==> src/rtl/pakout_arb2_if.sv <==
// Message channel: 4-phase req/ack with a message word held stable while req is high.
// The master drives req/data and the slave returns ack.
interface pakout_arb2_if #(
    parameter int W = 32
);
    logic         req;
    logic         ack;
    logic [W-1:0] data;

    modport master (output req, output data, input ack);
    modport slave  (input req, input data, output ack);
endinterface

==> src/rtl/pakout_arb2.sv <==
// Two-input round-robin arbiter that forwards whole messages, one at a time,
// from rcv0/rcv1 onto the single snd0 channel feeding pakout.
`ifndef NS_ADDRESS_SIZE
`define NS_ADDRESS_SIZE 8
`endif
`ifndef NS_DATA_SIZE
`define NS_DATA_SIZE 16
`endif
`ifndef NS_REDUN_SIZE
`define NS_REDUN_SIZE 8
`endif

module pakout_arb2 #(
    parameter int ASZ = `NS_ADDRESS_SIZE,
    parameter int DSZ = `NS_DATA_SIZE,
    parameter int RSZ = `NS_REDUN_SIZE,
    parameter int CSZ = 16
) (
    input  logic           i_clk,
    input  logic           reset,
    output logic           ready,
    pakout_arb2_if.slave   rcv0,
    pakout_arb2_if.slave   rcv1,
    pakout_arb2_if.master  snd0,
    output logic [1:0]     o_grant,
    output logic [CSZ-1:0] o_msg_cnt
);
    localparam int MSZ = ASZ + DSZ + RSZ;

    localparam logic [1:0] IDLE = 2'd0;
    localparam logic [1:0] SEND = 2'd1;
    localparam logic [1:0] REL  = 2'd2;

    logic [1:0]     state;
    logic           last;
    logic           elig0;
    logic           elig1;
    logic           any;
    logic           win;
    logic [MSZ-1:0] pick;

    // An input stays ineligible until its own ack has dropped.
    assign elig0 = rcv0.req & ~rcv0.ack;
    assign elig1 = rcv1.req & ~rcv1.ack;
    assign any   = elig0 | elig1;
    assign win   = (elig0 & elig1) ? ~last : elig1;
    assign pick  = win ? rcv1.data : rcv0.data;

    always_ff @(posedge i_clk or negedge reset) begin
        if (!reset) begin
            ready     <= 1'b0;
            rcv0.ack  <= 1'b0;
            rcv1.ack  <= 1'b0;
            snd0.req  <= 1'b0;
            snd0.data <= '0;
            o_grant   <= 2'b00;
            o_msg_cnt <= '0;
            last      <= 1'b1;
            state     <= IDLE;
        end else begin
            ready <= 1'b1;
            if (rcv0.ack && !rcv0.req) rcv0.ack <= 1'b0;
            if (rcv1.ack && !rcv1.req) rcv1.ack <= 1'b0;
            if (ready) begin
                case (state)
                    IDLE: begin
                        // A stuck-high snd0 ack blocks new grants.
                        if (any && !snd0.ack) begin
                            snd0.data <= pick;
                            snd0.req  <= 1'b1;
                            if (win) rcv1.ack <= 1'b1;
                            else     rcv0.ack <= 1'b1;
                            o_grant   <= win ? 2'b10 : 2'b01;
                            last      <= win;
                            state     <= SEND;
                        end
                    end
                    SEND: begin
                        if (snd0.ack) begin
                            snd0.req <= 1'b0;
                            state    <= REL;
                        end
                    end
                    REL: begin
                        if (!snd0.ack) begin
                            o_msg_cnt <= o_msg_cnt + CSZ'(1);
                            o_grant   <= 2'b00;
                            state     <= IDLE;
                        end
                    end
                    default: state <= IDLE;
                endcase
            end
        end
    end
endmodule

==> src/flat_wrapper.sv <==
// flat-port wrapper written by rule: the top's interface ports become plain ports
module pakout_arb2_flat 
#(
    parameter int ASZ = `NS_ADDRESS_SIZE,
    parameter int DSZ = `NS_DATA_SIZE,
    parameter int RSZ = `NS_REDUN_SIZE,
    parameter int CSZ = 16
)
  (i_clk, reset, ready, o_grant, o_msg_cnt, rcv0_req, rcv0_data, rcv0_ack, rcv1_req, rcv1_data, rcv1_ack, snd0_req, snd0_data, snd0_ack);
  pakout_arb2_if #(.W((32))) rcv0_i ();
  pakout_arb2_if #(.W((32))) rcv1_i ();
  pakout_arb2_if #(.W((32))) snd0_i ();
  input  logic i_clk;
  input  logic reset;
  output logic ready;
  output logic [1:0] o_grant;
  output logic [CSZ-1:0] o_msg_cnt;
  input wire logic [$bits(rcv0_i.req)-1:0] rcv0_req;
  input wire logic [$bits(rcv0_i.data)-1:0] rcv0_data;
  output wire logic [$bits(rcv0_i.ack)-1:0] rcv0_ack;
  input wire logic [$bits(rcv1_i.req)-1:0] rcv1_req;
  input wire logic [$bits(rcv1_i.data)-1:0] rcv1_data;
  output wire logic [$bits(rcv1_i.ack)-1:0] rcv1_ack;
  output wire logic [$bits(snd0_i.req)-1:0] snd0_req;
  output wire logic [$bits(snd0_i.data)-1:0] snd0_data;
  input wire logic [$bits(snd0_i.ack)-1:0] snd0_ack;
  assign rcv0_i.req = rcv0_req;
  assign rcv0_i.data = rcv0_data;
  assign rcv0_ack = rcv0_i.ack;
  assign rcv1_i.req = rcv1_req;
  assign rcv1_i.data = rcv1_data;
  assign rcv1_ack = rcv1_i.ack;
  assign snd0_req = snd0_i.req;
  assign snd0_data = snd0_i.data;
  assign snd0_i.ack = snd0_ack;
  pakout_arb2 #(.ASZ(ASZ), .DSZ(DSZ), .RSZ(RSZ), .CSZ(CSZ)) u_core (.i_clk(i_clk), .reset(reset), .ready(ready), .rcv0(rcv0_i), .rcv1(rcv1_i), .snd0(snd0_i), .o_grant(o_grant), .o_msg_cnt(o_msg_cnt));
endmodule
==> config.mk <==
export PLATFORM = sky130hd
export DESIGN_NAME = pakout_arb2_flat
export DESIGN_NICKNAME = d
export VERILOG_FILES = /design/src/rtl/pakout_arb2_if.sv /design/src/rtl/pakout_arb2.sv /design/src/flat_wrapper.sv
export SDC_FILE = /design/constraint.sdc
export NUM_CORES = 1
export LEC_CHECK = 0
export CORE_MARGIN = 3
export CORE_UTILIZATION = 37
export CTS_CLUSTER_SIZE = 30
export DETAILED_ROUTE_END_ITERATION = 12
export PLACE_DENSITY = 0.83
export SYNTH_ARGS = -nofsm -noshare
export SYNTH_HDL_FRONTEND = slang
export SYNTH_SLANG_ARGS = --single-unit
==> constraint.sdc <==
create_clock -name i_clk -period 1.66 [get_ports i_clk]
set_input_delay 0.166 -clock i_clk [delete_from_list [all_inputs] [get_ports i_clk]]
set_output_delay 0.166 -clock i_clk [all_outputs]
set_load 0.02 [all_outputs]
==> metrics.md, run 1 <==
| Metric | Value |
|---|---|
| Final setup viols | 0 |
| Setup TNS | 0 ns |
| DRT Pass-1 Iters | 4 |
| Vias in the first global route | 2397 |
| Fraction of layout cells with a size suffix above 1 | 13.0% |
| WHS | 0.277 ns |
| P_int | 0.00377 W |
| Crit. End Element | flop |
| Global Route Usage Sum | 17.9% |
| Antenna fix cells | 0 |
| Row count | 29 |
| Initial Utilization | 39.1% |
| H-Tree Depth | 3 |
| Worst Setup Path Type | reg2reg |
| Core Box Area | 0.00649 mm² |
| Crit path required time | 1.91 ns |
| Min cycle time layout | 1.63 ns |
| Fin crit share | 98.3% |
| Final Core Density | 65.7% |
| Remaining DRCs | 0 |
| Vias/cell | 4.98 |
| Reg clk slew, reported paths | 0.06 ns |
| Post-synth EDFFs | 0 |
| Area Growth Syn to Fin | 67.8% |
| Mapped cell area | 0.00254 mm² |
| CTS tree | done |
| Slew Viols, Final | 0 |
| CTS Buffer Depth | 2 |
| IO buf count | 122 |
| Critical Path Fanout Max | 6 |
| Comb pwr share | 43.9% |
| Sequential power share | 37.2% |
| Hpwl dp | 5310 µm |
| Pwr Density | 1360 mW/mm² |
| Cell Chain, Critical Path | nand2b_4 -> a2111oi_4 -> buf_6 -> clkbuf_16 -> nor2_1 -> a31oi_1 |
| Reg2reg end | u_core.snd0.data[17] |
| Pwr Total | 0.00581 W |
| Register bit count reported by yosys | 57 |
| Fmax | 613 MHz |
| Fin. Hold Viols | 0 |
| Worst reg2reg path depth | 6 |
| Peak VDD IR | 0.000717 V |
| Sw Pwr | 0.00204 W |
| Skew-Pair Late Insertion Delay | 0.33 ns |
| Switching portion of total power | 35.1% |
| R2r setup slk | 0.03 ns |
| Power share of the clock group | 18.9% |
| Max-cap violations | 0 |
| RSZ-0062 raised after global routing | yes |
| Crit-path max cell delay | 0.48 ns |
| Crit path DAT | 1.88 ns |
| YS warnings | 0 |
| First-pass GRT wire length | 10900 µm |
| Clock root cell | clkbuf_8 |
| Largest net degree at the start of global routing | 37 |
| Chip width | 88.9 µm |
| Placed Cells incl. Taps | 474 |
| WL/cell | 14.4 µm |
| Die Y | 88.9 µm |
| Non-filler instance count after layout | 492 |
| Num ports | 123 |
| Sequential-to-total area share from yosys stat | 56.2% |
| 1st-iter DRT viols | 65 |
| Avg Synthesized Cell Area | 9.38 µm² |
| Critical-path top delay cell | a2111oi_4 |
| Antenna violations before repair | 0 |
| Gr ovfl total | 0 |
| Main flop type after synthesis | dfrtp_1 |
| Static leakage | 1.81 nW |
| RD Place Congestion | 0.776 |
| Syn Nets | 341 |
| Die area | 0.00790 mm² |
| Fin Clk Skew | 0.00366 ns |
| Routed wire length | 7110 µm |
| Status | completed |
| Final net count | 482 |
| Antenna-violating nets left | 0 |
| Sink Count | 57 |
| Startpoint types | flop |
| Total CTS buffers | 9 |
| Post-synthesis cell type count | 29 |
| Origin of the critical flop-to-flop path | u_core.rcv1.ack |
| Hold Crit Class | in2async |
| Post-synth ARST share | 100% |
| Synthesized instance count | 271 |
| Via count | 2452 |
## layout by cell type (no fill, tap or decap), types with 2 or more instances in the layout
| cell | count |
|---|---|
| clkdlybuf4s50_1 | 121 |
| nor2_4 | 2 |
| buf_12 | 3 |
| nor2_1 | 30 |
| clkbuf_16 | 2 |
| buf_6 | 2 |
| nand4_1 | 5 |
| clkbuf_8 | 11 |
| nor2_2 | 7 |
| xnor2_1 | 8 |
| mux2_2 | 2 |
| nand2b_1 | 3 |
| xor2_1 | 7 |
| buf_4 | 16 |
| and3_1 | 2 |
| o21ai_0 | 3 |
| nand2_1 | 70 |
| nand3_1 | 6 |
| dfrtp_1 | 55 |
| a31oi_1 | 33 |
| clkbuf_1 | 3 |
| a22o_1 | 4 |
## cells in the mapped netlist, drive strengths merged (4+ instances only)
cell type | instances | area share [%]
a22o | 4 | 1.4
a31oi | 33 | 8.1
buf | 6 | 1.3
clkbuf | 10 | 1.5
dfrtp | 56 | 55
nand2 | 70 | 10
nand2b | 4 | 0.98
nand3 | 6 | 1.2
nand4 | 5 | 1.2
nor2 | 39 | 5.8
xnor2 | 8 | 2.8
xor2 | 7 | 2.4
## flip-flops by register name (all words and copies together), names as in the netlist
register          flops
u_core.last           1
u_core.o_msg_cnt     16
u_core.rcv1.ack       1
u_core.state          2
u_core.rcv0.ack       1
u_core.ready          1
u_core.snd0.req       1
u_core.snd0.data     32
u_core.o_grant        2
## stage by stage
stage	setup slack [ns]	cell area [µm²]
4_1_cts	0.0125	4130
5_1_grt	-0.0424	4270
3_3_place_gp	-0.137	3960
3_5_place_dp	-0.241	3960
6_report	0.0284	4270
2_1_floorplan	0.0167	2550
## kinds of logic (layout without fill, tap and decap cells)
group	Yosys count	after routing	share of synthesized area, %
AOI/OAI and AO/OA	44	44	12.1
and+or+nand+nor	134	134	22.2
muxes	2	2	0.886
adders and majority gates	1	1	0.492
buffers and inverters	17	161	2.90
xor gates and xnor gates	15	15	5.17
other	1	1	0.148
DFF	57	57	56.2
## critical path, delay by kind of cell (launching register included)
kind                   cells  cell delay (ns)
AO/OA/AOI/OAI              2             0.61
flip-flops                 1             0.39
buffers and inverters      2             0.36
AND/OR/NAND/NOR            2             0.20
## per-layer routing
metal	up-vias	part of all wire [%]	wire (µm)	GRT usage (%)
met2	104	47	3370	29.1
li1	1196	-	-	-
met1	1141	43	3040	21.9
met3	11	8.4	596	5.96
met4	0	1.3	90	6.73
met5	-	0	0	0
## area by class of cell
| cell class | count | area (µm²) |
|---|---|---|
| fillers | 497 | 2230 |
| well taps | 77 | 96.3 |
| inverters | 1 | 3.75 |
| multi-input cells | 197 | 1090 |
| repair buffers | 146 | 1480 |
| flip-flops and latches | 57 | 1430 |
| clock buffers | 14 | 163 |
## how the worst max path moves through the flow
stage,startpoint,end,slack (ns),cells past startpoint
floorplan,u_core.rcv1.ack,u_core.o_grant[0],0.02,5
global placement,rcv1_req,u_core.snd0.data[16],-0.14,6
detailed placement,rcv1_req,u_core.snd0.data[15],-0.24,6
CTS,u_core.ready,u_core.snd0.data[26],0.01,6
global route,u_core.rcv1.ack,u_core.snd0.data[21],-0.04,6
finish,u_core.rcv1.ack,u_core.snd0.data[17],0.03,6
## power by group through the flow
stage	registers, W	clock network, W	logic (W)
floorplan	0.00266	0	0.000652
global placement	0.00213	0	0.00245
detailed placement	0.00215	0	0.00250
CTS	0.00214	0.00113	0.00251
global route	0.00223	0.00120	0.00276
finish	0.00216	0.00110	0.00255
## repair_timing
action                                  CTS  global route
pin swaps                                 0             1
hold buffers                              1             0
setup buffers                             0             1
gates cloned                              0             2
gates resized for setup                   1            19
endpoints found under the setup margin    6            43
endpoints found under the hold margin    11             0
Power figures use the tool's default switching activity.
==> inputs of run 2 (changes only) <==
--- a/config.mk
+++ b/config.mk
@@ -10,6 +10,7 @@
 export CTS_CLUSTER_SIZE = 30
 export DETAILED_ROUTE_END_ITERATION = 12
 export PLACE_DENSITY = 0.83
+export SLEW_MARGIN = 10
 export SYNTH_ARGS = -nofsm -noshare
 export SYNTH_HDL_FRONTEND = slang
 export SYNTH_SLANG_ARGS = --single-unit
==> results of run 2 <==
Same layout as run 1: the final DEF is identical, and so are final timing and power.
